`config.mk`:
```
export PLATFORM = sky130hd
export DESIGN_NAME = player_animator_flat
export DESIGN_NICKNAME = d
export VERILOG_FILES = /design/src/rtl/anim_pkg.sv /design/src/rtl/player_animator_if.sv /design/src/rtl/frame_tick_gen.sv /design/src/rtl/player_animator.sv /design/src/flat_wrapper.sv
export SDC_FILE = /design/constraint.sdc
export NUM_CORES = 1
export LEC_CHECK = 0
export CAP_MARGIN = 20
export CORE_AREA = 2 2 90 92
export DETAILED_ROUTE_END_ITERATION = 7
export DIE_AREA = 0 0 92 94
export PLACE_DENSITY = 0.59
export RECOVER_POWER = 25
export SETUP_SLACK_MARGIN = 0.2
export SLEW_MARGIN = 25
export SYNTH_ARGS = -nofsm -noshare
export SYNTH_HDL_FRONTEND = slang
export SYNTH_SLANG_ARGS = --single-unit
```
`constraint.sdc`:
```
create_clock -name Clk -period 9.75 [get_ports Clk]
set_clock_uncertainty 0.05 [all_clocks]
set_input_delay 1.4625 -clock Clk [delete_from_list [all_inputs] [get_ports Clk]]
set_output_delay 1.4625 -clock Clk [all_outputs]
set_load 0.02 [all_outputs]
```
`src/rtl/anim_pkg.sv`:
```
// Shared animation constants: state encoding plus sprite-sheet base index and frame count per state.
// Latency: none (declarations only).
// Backpressure: none.
package anim_pkg;

  typedef enum logic [2:0] {
    IDLE  = 3'd0,
    WALK  = 3'd1,
    PUNCH = 3'd2,
    KICK  = 3'd3,
    HURT  = 3'd4,
    KO    = 3'd5
  } anim_state_t;

  // Sprite-sheet layout; the GPU animation_offset lookup uses these same values.
  localparam logic [9:0] IDLE_BASE    = 10'd0;
  localparam logic [9:0] IDLE_FRAMES  = 10'd4;
  localparam logic [9:0] WALK_BASE    = 10'd4;
  localparam logic [9:0] WALK_FRAMES  = 10'd6;
  localparam logic [9:0] PUNCH_BASE   = 10'd10;
  localparam logic [9:0] PUNCH_FRAMES = 10'd3;
  localparam logic [9:0] KICK_BASE    = 10'd13;
  localparam logic [9:0] KICK_FRAMES  = 10'd4;
  localparam logic [9:0] HURT_BASE    = 10'd17;
  localparam logic [9:0] HURT_FRAMES  = 10'd2;
  localparam logic [9:0] KO_BASE      = 10'd19;
  localparam logic [9:0] KO_FRAMES    = 10'd3;

  function automatic logic [9:0] anim_base(input anim_state_t s);
    case (s)
      WALK:    return WALK_BASE;
      PUNCH:   return PUNCH_BASE;
      KICK:    return KICK_BASE;
      HURT:    return HURT_BASE;
      KO:      return KO_BASE;
      default: return IDLE_BASE;
    endcase
  endfunction

  function automatic logic [9:0] anim_frames(input anim_state_t s);
    case (s)
      WALK:    return WALK_FRAMES;
      PUNCH:   return PUNCH_FRAMES;
      KICK:    return KICK_FRAMES;
      HURT:    return HURT_FRAMES;
      KO:      return KO_FRAMES;
      default: return IDLE_FRAMES;
    endcase
  endfunction

endpackage

```
`src/rtl/player_animator_if.sv`:
```
// Gameplay-side bundle of one player's animator: requests in, animation index and status out.
// Latency: none (wiring only).
// Backpressure: none; all signals are levels or single-cycle pulses.
interface player_animator_if;
  import anim_pkg::*;

  logic       frame_clk;
  logic [9:0] health;
  logic       hurt_pulse;
  logic       punch_req;
  logic       kick_req;
  logic       move_req;
  logic [9:0] animation;
  logic       busy;
  logic       hit_active;
  logic       action_done;

  // Game logic / video side.
  modport master (
    output frame_clk, health, hurt_pulse, punch_req, kick_req, move_req,
    input  animation, busy, hit_active, action_done
  );

  // Animator side.
  modport slave (
    input  frame_clk, health, hurt_pulse, punch_req, kick_req, move_req,
    output animation, busy, hit_active, action_done
  );

endinterface

```
`src/rtl/frame_tick_gen.sv`:
```
// One-cycle tick on each rising edge of the vsync level.
// Latency: tick is high in the second Clk after frame_clk is first sampled high.
// Backpressure: none.
module frame_tick_gen (
  input  logic Clk,
  input  logic Reset_n,
  input  logic i_frame_clk,
  output logic o_tick
);

  logic r_frame_d;
  logic r_tick;

  // Delay the vsync level and register its rising edge.
  always_ff @(posedge Clk or negedge Reset_n) begin
    if (!Reset_n) begin
      r_frame_d <= 1'b0;
      r_tick    <= 1'b0;
    end else begin
      r_frame_d <= i_frame_clk;
      r_tick    <= i_frame_clk & ~r_frame_d;
    end
  end

  assign o_tick = r_tick;

endmodule

```
`src/rtl/player_animator.sv`:
```
// Per-player animation sequencer: gameplay requests -> sprite index, advanced per video frame.
// Latency: request to animation change within one video frame plus two Clk.
// Backpressure: none; requests are sampled on ticks, hurt pulses are latched until consumed.
module player_animator
  import anim_pkg::*;
#(
  parameter int TICKS_PER_FRAME = 6,
  parameter int PUNCH_HIT_FRAME = 1,
  parameter int KICK_HIT_FRAME  = 2
) (
  input  logic              Clk,
  input  logic              Reset_n,
  player_animator_if.slave  bus
);

  localparam int TCNT_W = (TICKS_PER_FRAME > 1) ? $clog2(TICKS_PER_FRAME) : 1;
  localparam logic [TCNT_W-1:0] TCNT_LAST = TCNT_W'(TICKS_PER_FRAME - 1);

  logic              w_tick;
  anim_state_t       r_state;
  logic [9:0]        r_frame;
  logic [TCNT_W-1:0] r_tcnt;
  logic              r_hurt_pend;
  logic [9:0]        r_anim;
  logic              r_busy;
  logic              r_hit;
  logic              r_done;

  anim_state_t       w_state;
  logic [9:0]        w_frame;
  logic [TCNT_W-1:0] w_tcnt;
  logic              w_adv;
  logic              w_last;
  logic              w_restart;
  logic              w_done;
  logic              w_consume;
  logic              w_hit;

  frame_tick_gen u_tick (
    .Clk         (Clk),
    .Reset_n     (Reset_n),
    .i_frame_clk (bus.frame_clk),
    .o_tick      (w_tick)
  );

  // Next state/frame for the coming tick, in transition-priority order.
  always_comb begin
    w_adv     = (r_tcnt == TCNT_LAST);
    w_last    = (r_frame == anim_frames(r_state) - 10'd1);
    w_state   = r_state;
    w_frame   = r_frame;
    w_tcnt    = w_adv ? '0 : r_tcnt + TCNT_W'(1);
    w_restart = 1'b0;
    w_done    = 1'b0;
    w_consume = 1'b0;
    if (r_state == KO) begin
      // Only reset leaves KO; the last frame is held.
      if (w_adv && !w_last) w_frame = r_frame + 10'd1;
    end else if (bus.health == 10'd0) begin
      w_state   = KO;
      w_restart = 1'b1;
    end else if (r_hurt_pend) begin
      // Also restarts HURT when already hurt.
      w_state   = HURT;
      w_restart = 1'b1;
      w_consume = 1'b1;
    end else if (r_state inside {PUNCH, KICK, HURT}) begin
      if (w_adv) begin
        if (w_last) begin
          w_state   = bus.move_req ? WALK : IDLE;
          w_restart = 1'b1;
          w_done    = 1'b1;
        end else begin
          w_frame = r_frame + 10'd1;
        end
      end
    end else begin
      if (bus.punch_req)     w_state = PUNCH;
      else if (bus.kick_req) w_state = KICK;
      else if (bus.move_req) w_state = WALK;
      else                   w_state = IDLE;
      if (w_state != r_state) w_restart = 1'b1;
      else if (w_adv)         w_frame = w_last ? 10'd0 : r_frame + 10'd1;
    end
    if (w_restart) begin
      w_frame = 10'd0;
      w_tcnt  = '0;
    end
    w_hit = ((w_state == PUNCH) && (w_frame == 10'(PUNCH_HIT_FRAME))) ||
            ((w_state == KICK)  && (w_frame == 10'(KICK_HIT_FRAME)));
  end

  // Sequencer state and registered outputs; everything but the hurt latch moves only on tick.
  always_ff @(posedge Clk or negedge Reset_n) begin
    if (!Reset_n) begin
      r_state     <= IDLE;
      r_frame     <= 10'd0;
      r_tcnt      <= '0;
      r_hurt_pend <= 1'b0;
      r_anim      <= 10'd0;
      r_busy      <= 1'b0;
      r_hit       <= 1'b0;
      r_done      <= 1'b0;
    end else begin
      r_done      <= 1'b0;
      r_hurt_pend <= bus.hurt_pulse | (r_hurt_pend & ~(w_tick & w_consume));
      if (w_tick) begin
        r_state <= w_state;
        r_frame <= w_frame;
        r_tcnt  <= w_tcnt;
        r_anim  <= anim_base(w_state) + w_frame;
        r_busy  <= (w_state inside {PUNCH, KICK, HURT, KO});
        r_hit   <= w_hit;
        r_done  <= w_done;
      end
    end
  end

  assign bus.animation   = r_anim;
  assign bus.busy        = r_busy;
  assign bus.hit_active  = r_hit;
  assign bus.action_done = r_done;

endmodule
```
`src/flat_wrapper.sv`:
```
// flat-port wrapper written by rule: the top's interface ports become plain ports
module player_animator_flat import anim_pkg::*;
#(
  parameter int TICKS_PER_FRAME = 6,
  parameter int PUNCH_HIT_FRAME = 1,
  parameter int KICK_HIT_FRAME  = 2
)
  (Clk, Reset_n, bus_frame_clk, bus_health, bus_hurt_pulse, bus_punch_req, bus_kick_req, bus_move_req, bus_animation, bus_busy, bus_hit_active, bus_action_done);
  player_animator_if bus_i ();
  input  logic Clk;
  input  logic Reset_n;
  input wire logic [$bits(bus_i.frame_clk)-1:0] bus_frame_clk;
  input wire logic [$bits(bus_i.health)-1:0] bus_health;
  input wire logic [$bits(bus_i.hurt_pulse)-1:0] bus_hurt_pulse;
  input wire logic [$bits(bus_i.punch_req)-1:0] bus_punch_req;
  input wire logic [$bits(bus_i.kick_req)-1:0] bus_kick_req;
  input wire logic [$bits(bus_i.move_req)-1:0] bus_move_req;
  output wire logic [$bits(bus_i.animation)-1:0] bus_animation;
  output wire logic [$bits(bus_i.busy)-1:0] bus_busy;
  output wire logic [$bits(bus_i.hit_active)-1:0] bus_hit_active;
  output wire logic [$bits(bus_i.action_done)-1:0] bus_action_done;
  assign bus_i.frame_clk = bus_frame_clk;
  assign bus_i.health = bus_health;
  assign bus_i.hurt_pulse = bus_hurt_pulse;
  assign bus_i.punch_req = bus_punch_req;
  assign bus_i.kick_req = bus_kick_req;
  assign bus_i.move_req = bus_move_req;
  assign bus_animation = bus_i.animation;
  assign bus_busy = bus_i.busy;
  assign bus_hit_active = bus_i.hit_active;
  assign bus_action_done = bus_i.action_done;
  player_animator #(.TICKS_PER_FRAME(TICKS_PER_FRAME), .PUNCH_HIT_FRAME(PUNCH_HIT_FRAME), .KICK_HIT_FRAME(KICK_HIT_FRAME)) u_core (.Clk(Clk), .Reset_n(Reset_n), .bus(bus_i));
endmodule
```
==> metrics.yaml, run 1 <==
status: "finished with violations"
violations: "capacitance limit, slew limit"
antennaDiodeCount: 0
final_layout_size_suffix_gt1_share_pct: 11.6
synth_cell_types: 70
drt_iter0_markers: 259
grt_max_degree: 42
fin_area_sq_um: 3090
layout.nets: 351
ctsHoldBuffers: 0
hpwl_um: 5120
synth-seq-cells: 32
cts.sinks: 32
reg2reg_slack_ps: 4620
final-hold-violation-count: 0
final-setup-viol-count: 0
die_x_um: 92
timing.critical_path.cells: "clkdlybuf4s50_1 > nor4_1 > a31oi_2 > and4_1 > nor2_1 > o211ai_1 > buf_4 > a21boi_1 > ha_1 > fa_1 > a21o_1 > a21o_1 > a21oi_1 > nand3b_1 > or3_1 > a31oi_1"
place_area_sq_um: 3000
port_buffers: 29
swShare_pct: 37.6
ys_warn_count: 0
start_util_pct: 34.7
vias_per_cell: 5.73
cts_root_buf: "clkbuf_8"
cts_buffer_depth: 2
grt_usage_pct: 18.3
maxCapViolations: 1
drt-total-wl_um: 7230
cp_slowest_cell: "nor4_1"
async_flop_share_pct: 100
numCtsBuffers: 5
drc_errors: 0
max_stage_delay_ps: 590
synthToLayoutAreaGrowth_pct: 17.3
irDropWorstVdd_mv: 0.103
dr.pass1.iters: 4
critPathCaptureType: "flip-flop"
power_switching_w: 0.000153
tightestPinTransition_ps: 1800
required_ps: 9850
cp_max_fo: 15
cp_top_family: "compound AO/OA/AOI/OAI gates"
cellLeakagePower_nw: 1.16
pwr-share-comb_pct: 33.0
p_clk_share_pct: 27.3
path_clk_slew_ps: 70
netlist_area_sq_um: 2640
critPathKind: "input port to flip-flop"
power_density_nw_per_um2: 132
cts_resized: 0
fp-row-count: 32
vias: 2459
internal_power_w: 0.000254
rsz0062_at_grt: "no"
r2r-start: "u_core.r_state[2]"
period_share_pct: 53.5
critPathArrivalTime_ps: 5320
syn-mean-instance-area_sq_um: 8.65
gp_congestion: 0.893
min_path_type: "flip-flop to flip-flop"
clock.fmax_mhz: 192
wl_per_cell_um: 16.9
crit_buf_inv: 2
ys_seq_area_share_pct: 30.4
synth_edf_count: 0
antenna_found_initial: 0
syn_inst: 305
ys.flop_type: "dfrtp_1"
max_slew_margin_pct: -20.2
fp.dieH_um: 94
ios: 30
fin_setup_tns_ps: 0
cts_tree: "yes"
design.core.area_sq_um: 7610
pre_cts_ws_ps: 4310
syn_nets: 330
timing.final.crit_period_ps: 5220
htree_levels: 2
crit_top_cell: "a21o_1"
gr-total-overflow: 0
hp-start: "u_core.u_tick.r_frame_d"
dieArea_sq_um: 8650
grt_pass1_vias: 2433
ant_nets: 0
critPathLaunchType: "input port"
grt_pass1_wl_um: 12500
pwr-share-seq_pct: 39.6
layout_setup_ws_ps: 4530
crit_path_start: "bus_health[7]"
postCtsSetupBuffers: 0
clkLatencyLatePin_ps: 290
slew_viol_final: 33
through the flow:
stage | power (W) | instances | util [%] | hold slack (ps)
6_report | 0.000407 | 429 | 40.7 | 353
5_1_grt | 0.000434 | 429 | 40.7 | 363
4_1_cts | 0.000411 | 429 | 40.7 | 356
3_5_place_dp | 0.000298 | 421 | 39.5 | 346
3_3_place_gp | 0.000297 | 421 | 39.4 | 330
2_1_floorplan | 0.000249 | 305 | - | 328
final cells by class:
class	count	area, sq um
Sequential cell	32	801
Inverter	8	30.0
Multi-Input combinational cell	247	1730
Clock buffer	7	86.3
Timing Repair Buffer	32	309
Clock inverter	1	7.51
Fill cell	796	4510
Tap cell	102	128
metal layers:
| metal | GRT usage (%) | up-vias | wire [um] | share of wire (%) |
|---|---|---|---|---|
| met3 | 2.49 | 8 | 279 | 3.9 |
| li1 | - | 1190 | - | - |
| met4 | 5.10 | 0 | 100 | 1.4 |
| met2 | 30.9 | 68 | 3510 | 49 |
| met1 | 24.4 | 1193 | 3340 | 46 |
| met5 | 0 | - | 0 | 0 |
flip-flops by register name, indices dropped and copies added (netlist names):
register and count:
u_core.bus.animation 10, u_core.r_frame 10, u_core.r_hurt_pend 1, u_core.bus.hit_active 1, u_core.r_tcnt 3, u_core.bus.busy 1, u_core.bus.action_done 1, u_core.r_state 3
u_core.u_tick.o_tick 1, u_core.u_tick.r_frame_d 1
power by group through the flow:
stage,combinational (W),clock (W),sequential (W)
final,0.000135,0.000111,0.000161
after global routing,0.000148,0.000122,0.000164
after CTS,0.000134,0.000116,0.000161
after detailed placement,0.000134,0,0.000164
after global placement,0.000134,0,0.000163
after floorplan,0.0000892,0,0.000160
kinds of logic after synthesis:
| logic type | share of synthesized area, % |
|---|---|
| xor+xnor | 2.99 |
| compound gates | 26.9 |
| simple gates | 24.3 |
| buf+inv | 4.22 |
| flops | 30.4 |
| mux | 7.16 |
| fa+ha+maj | 4.08 |
worst reg2reg max path, stage by stage (launching register included):
cell	delay, ps
dfrtp_1	720
and3b_1	560
o211ai_1	240
a311oi_4	630
inv_2	220
nor3_1	350
a31o_1	200
a21oi_1	100
o21ai_0	380
a21o_1	170
ha_1	180
fa_1	220
a21o_1	120
a21o_1	150
a21oi_1	100
nand3b_1	170
or3_1	320
a31oi_1	160
layout by cell type (no fill, tap or decap), types with 7 or more instances in the layout:
| cell type | n |
|---|---|
| dfrtp_1 | 32 |
| inv_1 | 7 |
| a21oi_1 | 15 |
| o21ai_0 | 18 |
| nand3_1 | 8 |
| nor2b_1 | 7 |
| nand2_1 | 26 |
| clkdlybuf4s50_1 | 27 |
| a31oi_1 | 7 |
| mux2_2 | 15 |
| ha_1 | 7 |
| nor3_1 | 10 |
| nor2_1 | 28 |
final timing paths:
kind / endpoint / cells after the start
worst max-delay path: u_core.bus.animation[8] / 16
worst min-delay path: u_core.u_tick.o_tick / 1
worst max register to register: u_core.bus.animation[8] / 17
max in group asynchronous: u_core.bus.animation[6] / 2
min in group asynchronous: u_core.bus.animation[5] / 2
worst min register to register: u_core.u_tick.o_tick / 1
cell usage after synthesis (all sizes together) (5+ instances only):
cell type   n  share of area [%]
nand3       8                1.5
nor3       10                1.9
or3         5                1.2
clkbuf     10                1.4
mux2       15                6.4
nand2      27                3.9
inv         8                1.1
nor2       28                4.0
dfrtp      32                 30
o21ai      19                3.6
a31oi       9                2.7
and3        5                1.2
o211ai      6                2.2
nand4       6                1.4
nor2b       7                1.7
xor2        5                1.7
a21o        5                1.4
buf         8                1.7
a21oi      16                3.2
ha          7                3.3
(Power assumes the default switching activity.)
==> run 2, diff against run 1 <==
- clock period: 9.75 -> 5.1 ns (I/O delays scaled with it)
==> run 2 against run 1 <==
Routed wire length is 0.18% higher. Global-route usage is 0.31 points lower. Clock-buffer cell count is 1 lower. Cell count is 1.6% higher. Register-to-register slack worse by 3800 ps. Highest routed layer unchanged. The flow still finishes with violations (capacitance limit, slew limit). Worst setup slack worse by 3800 ps. Die area stayed put. Utilization is 0.79 points higher. Clock power is 120% higher.
==> metrics.yaml, run 2 (synthesis results as in run 1) <==
status: "finished with violations"
violations: "capacitance limit, slew limit"
cts.sinks: 32  # unchanged
synthToLayoutAreaGrowth_pct: 19.5
cp_max_fo: 5  # -10
dieArea_sq_um: 8650  # unchanged
rsz0062_at_grt: "no"
max_slew_margin_pct: -20.3  # -0.075 points
final-hold-violation-count: 0  # unchanged
tightestPinTransition_ps: 1800  # +1.12 ps
antenna_found_initial: 0  # unchanged
cellLeakagePower_nw: 1.21  # +4.0%
utilization_pct: 41.4  # +0.79 points
place_area_sq_um: 3040  # +1.3%
critPathLaunchType: "input port"
numCtsBuffers: 5  # unchanged
ant_nets: 0  # unchanged
dr.pass1.iters: 4  # unchanged
cts_tree: "yes"
required_ps: 5260  # -4590 ps
multi_input_area_sq_um: 1730  # -0.36%
swShare_pct: 35.6  # -2.0 points
port_buffers: 29  # unchanged
gp_congestion: 0.892  # -0.10%
fp-row-count: 32  # unchanged
grt_usage_pct: 17.9  # -0.31 points
grt_pass1_vias: 2421  # -0.49%
drc_errors: 0  # unchanged
max_stage_delay_ps: 540  # -50 ps
ios: 30  # unchanged
final_cell_mix: "dfrtp_1, nor2_1, clkdlybuf4s50_1"
hpwl_um: 5180  # +1.2%
critPathCaptureType: "flip-flop"
start_util_pct: 34.7  # unchanged
cp_slowest_cell: "o311ai_1"
final_layout_size_suffix_gt1_share_pct: 13.2  # +1.6 points
timing.final.crit_period_ps: 4370
pwr-share-comb_pct: 33.7  # +0.7 points
fin_setup_tns_ps: 0  # unchanged
nFillCells: 782  # -1.8%
fp.dieH_um: 94  # unchanged
htree_levels: 2  # unchanged
gr-total-overflow: 0  # unchanged
power_density_nw_per_um2: 261  # +98%
cts_root_buf: "clkbuf_8"
vias: 2455  # -0.16%
power_switching_w: 0.000294  # +92%
vias_per_cell: 5.63  # -1.8%
layout_commonest_cell: "dfrtp_1"
drt-total-wl_um: 7250  # +0.18%
grt_max_degree: 42  # unchanged
total_power_w: 0.000824  # +100%
cts_resized: 0  # unchanged
ctsHoldBuffers: 0  # unchanged
die_x_um: 92  # unchanged
final-setup-viol-count: 0  # unchanged
critPathKind: "input port to flip-flop"
pwr-share-seq_pct: 36.2  # -3.4 points
layout.nets: 358  # +2.0%
fin_area_sq_um: 3150  # +1.9%
clock.fmax_mhz: 229
timing.critical_path.cells: "clkdlybuf4s50_1 > or4_4 > o311ai_1 > a21oi_1 > a2111o_1 > a21boi_1 > ha_1 > fa_1 > a21o_1 > a21o_1 > a21oi_1 > nand3b_1 > or3_1 > a31oi_1"
postCtsSetupBuffers: 0  # unchanged
irDropWorstVdd_mv: 0.202  # +97%
cts_buffer_depth: 2  # unchanged
p_clk_share_pct: 30.1  # +2.8 points
critPathArrivalTime_ps: 4530  # -790 ps
drt_iter0_markers: 269  # +3.9%
slew_viol_final: 33  # unchanged
grt_pass1_wl_um: 12300  # -2.2%
internal_power_w: 0.000531  # +110%
maxCapViolations: 1  # unchanged
antennaDiodeCount: 0  # unchanged
design.core.area_sq_um: 7610  # unchanged
clkLatencyLatePin_ps: 290  # about the same
seq_area_sq_um: 801  # unchanged
wl_per_cell_um: 16.6  # -1.4%
period_share_pct: 85.8
min_path_type: "flip-flop to flip-flop"
path_clk_slew_ps: 70  # about the same
[run 2: path summary, 6_finish.rpt]
kind	startpoint	to	slack (ps)	cells past startpoint
max in group asynchronous	Reset_n	u_core.r_frame[2]	2520	2
worst max-delay path	bus_kick_req	u_core.bus.animation[8]	730	14
worst max register to register	u_core.r_state[1]	u_core.bus.animation[8]	820	17
worst min-delay path	u_core.u_tick.r_frame_d	u_core.u_tick.o_tick	350	1
worst min register to register	u_core.u_tick.r_frame_d	u_core.u_tick.o_tick	350	1
min in group asynchronous	Reset_n	u_core.bus.animation[6]	1440	2
[run 2: final cells by class]
cell class              instances  area share [%]
multi-input cells             247            54.7
flip-flops and latches         32            25.4
repair buffers                 39            11.5
well taps                     102            4.05
clock buffers                   6            2.30
clock inverters                 2            1.11
inverters                       8           0.952
[run 2: per-layer routing]
| layer | track usage (%) | wire [um] | vias to the layer above |
|---|---|---|---|
| met1 | 24.7 | 3410 | 1163 |
| met5 | 0 | 0 | - |
| met2 | 27.5 | 3300 | 68 |
| li1 | - | - | 1207 |
| met4 | 8.46 | 227 | 0 |
| met3 | 3.05 | 318 | 17 |
[run 2: power by group through the flow]
stage | clock [W] | sequential, W | combinational, W
after global placement | 0 | 0.000302 | 0.000276
after floorplan | 0 | 0.000306 | 0.000171
after CTS | 0.000252 | 0.000298 | 0.000277
after detailed placement | 0 | 0.000303 | 0.000275
after global routing | 0.000262 | 0.000302 | 0.000302
final | 0.000248 | 0.000298 | 0.000278
[run 2: through the flow]
step	cells	setup WS [ps]	hold WS, ps
4_1_cts	435	430	354
2_1_floorplan	305	1250	328
6_report	436	726	348
3_3_place_gp	427	472	333
5_1_grt	436	341	383
3_5_place_dp	427	445	345
[run 2: worst max-delay path, delay by kind of cell]
| kind | cells | cell delay (ps) |
|---|---|---|
| fa+ha+maj | 2 | 450 |
| buf+inv | 1 | 480 |
| simple gates | 3 | 1010 |
| compound gates | 8 | 1820 |
==> run 3, diff against run 2 <==
- GPL_ROUTABILITY_DRIVEN: not set -> 0
- SETUP_SLACK_MARGIN: 0.2 -> not set
==> run 3 against run 2 <==
The run still ends with capacitance limit, slew limit left. Critical path depth is 3 higher. First-iteration DRC count up 13%. Utilization shrank 0.18 points. Sequential share of layout area increased by 0.11 points. Sequential cell count did not move. Hold slack got worse by 4.9 ps. Routed wire length is 2.1% lower. Sequential power about the same. Worst setup slack worse by 270 ps. Critical endpoint unchanged. Largest cell class unchanged.
==> metrics.yaml, run 3 (synthesis results as in run 1) <==
status: "finished with violations"
rsz0062_at_grt: "no"
drc_errors: 0  # unchanged
timing.critical_path.cells: "and3b_1 > o211ai_1 > a311oi_4 > inv_2 > ha_1 > nand2_1 > o31ai_1 > a2111o_1 > a21boi_1 > ha_1 > fa_1 > a21o_1 > a21o_1 > a21oi_1 > nand3b_1 > or3_1 > a31oi_1"
cts_resized: 0  # unchanged
placedCellCount: 428  # +0.23%
fp-row-count: 32  # unchanged
slew_viol_final: 33  # unchanged
clock.fmax_mhz: 216  # -5.7%
cp_top_family: "compound AO/OA/AOI/OAI gates"
crit_buf_inv: 1  # unchanged
critPathCaptureType: "flip-flop"
fin_setup_tns_ps: 0  # unchanged
cts_root_buf: "clkbuf_8"
max_slew_margin_pct: -22.0  # -1.7 points
cp_max_fo: 11  # +6
power_density_nw_per_um2: 250  # -4.3%
port_buffers: 29  # unchanged
grt_max_degree: 42  # unchanged
ios: 30  # unchanged
dieArea_sq_um: 8650  # unchanged
critPathKind: "flip-flop to flip-flop"
postCtsSetupBuffers: 0  # unchanged
reg2reg_slack_ps: 460  # -360 ps
r2r-start: "u_core.r_state[1]"
maxCapViolations: 1  # unchanged
die_x_um: 92  # unchanged
gr-total-overflow: 0  # unchanged
vias_per_cell: 5.69  # +1.1%
required_ps: 5260  # about the same
wl_per_cell_um: 16.3  # -2.1%
ant_nets: 0  # unchanged
drt-total-wl_um: 7100  # -2.1%
design.core.area_sq_um: 7610  # unchanged
cp_slowest_cell: "a311oi_4"
final_cell_mix: "dfrtp_1, nor2_1, clkdlybuf4s50_1"
grt_pass1_vias: 2307  # -4.7%
antenna_found_initial: 0  # unchanged
ctsHoldBuffers: 0  # unchanged
htree_levels: 2  # unchanged
grt_pass1_wl_um: 12000  # -2.5%
clkLatencyLatePin_ps: 290  # about the same
cts_buffer_depth: 2  # unchanged
start_util_pct: 34.7  # unchanged
final_layout_size_suffix_gt1_share_pct: 13.2  # unchanged
cellLeakagePower_nw: 1.20  # -0.99%
path_depth: 17  # +3
hpwl_um: 5040  # -2.8%
r2r_cells: 17  # unchanged
reg2reg_to: "u_core.bus.animation[8]"
min_path_type: "flip-flop to flip-flop"
final-setup-viol-count: 0  # unchanged
path_clk_slew_ps: 70  # about the same
layout.nets: 358  # unchanged
utilization_pct: 41.3  # -0.18 points
tightestPinTransition_ps: 1830  # +24.8 ps
vias: 2482  # +1.1%
crit_path_end: "u_core.bus.animation[8]"
cts.sinks: 32  # unchanged
fp.dieH_um: 94  # unchanged
numCtsBuffers: 5  # unchanged
synthToLayoutAreaGrowth_pct: 19.0
layout_commonest_cell: "dfrtp_1"
timing.final.crit_period_ps: 4640  # +267 ps
critPathLaunchType: "flip-flop"
drt_iter0_markers: 305  # +13%
dr.pass1.iters: 5  # +1
crit_path_start: "u_core.r_state[1]"
cts_tree: "yes"
critPathArrivalTime_ps: 4800  # +270 ps
violations: "capacitance limit, slew limit"
instances_no_fill: 436  # unchanged
grt_usage_pct: 17.4  # -0.51 points
period_share_pct: 91.0  # +5.2 points
max_stage_delay_ps: 620  # +80 ps
final-hold-violation-count: 0  # unchanged
antennaDiodeCount: 0  # unchanged
irDropWorstVdd_mv: 0.146  # -28%
run 3: cell types whose count changed in the layout (fill, tap and decap cells not counted):
| cell | change |
|---|---|
| clkbuf_8 | +1 |
| clkinvlp_4 | +1 |
| bufinv_16 | -1 |
| clkinv_2 | -1 |
run 3: routing by layer:
layer / global-route usage, % / wire [um] / part of all wire, %
met1: 24.4 / 3360 / 47
met2: 27.1 / 3250 / 46
met3: 2.65 / 336 / 4.7
met4: 6.59 / 155 / 2.2
met5: 0 / 0 / 0
run 3: worst min path at each step:
stage | slack, ps | from | to | cells after the start
3_5_place_dp | 330 | u_core.u_tick.r_frame_d | u_core.u_tick.o_tick | 1
4_1_cts | 350 | u_core.u_tick.r_frame_d | u_core.u_tick.o_tick | 1
3_3_place_gp | 330 | u_core.u_tick.r_frame_d | u_core.u_tick.o_tick | 1
2_1_floorplan | 330 | u_core.u_tick.r_frame_d | u_core.u_tick.o_tick | 1
5_1_grt | 370 | u_core.u_tick.r_frame_d | u_core.u_tick.o_tick | 1
6_report | 340 | u_core.u_tick.r_frame_d | u_core.u_tick.o_tick | 1
run 3: where the power goes:
group | total [W] | internal (W) | leakage (nW) | switching [W]
combinational | 0.000274 | 0.000109 | 0.749 | 0.000165
sequential | 0.000298 | 0.000276 | 0.405 | 0.0000229
clock | 0.000213 | 0.000110 | 0.0445 | 0.000103
run 3: worst reg2reg max path, cell delays in order (launching register included):
cell and delay, ps:
dfrtp_1 370, and3b_1 490, o211ai_1 240, a311oi_4 620
inv_2 220, ha_1 320, nand2_1 60, o31ai_1 70
a2111o_1 440, a21boi_1 220, ha_1 230, fa_1 210
a21o_1 120, a21o_1 140, a21oi_1 100, nand3b_1 170
or3_1 310, a31oi_1 160
run 3: area by class of cell:
cell class | instances | area (sq um)
fill | 779 | 4470
multi-input combinational | 247 | 1730
sequential | 32 | 801
timing repair buffer | 39 | 362
tap | 102 | 128
clock buffer | 7 | 86.3
inverter | 8 | 30.0
clock inverter | 1 | 7.51
run 3: metrics by stage:
stage | total power [W] | area [sq um] | setup slack (ps) | hold WS, ps
6_report | 0.000785 | 3140 | 460 | 343
5_1_grt | 0.000827 | 3140 | 144 | 369
4_1_cts | 0.000794 | 3140 | 480 | 346
3_5_place_dp | 0.000576 | 3050 | 424 | 333
3_3_place_gp | 0.000576 | 3050 | 442 | 331
2_1_floorplan | 0.000477 | 2640 | 1250 | 328
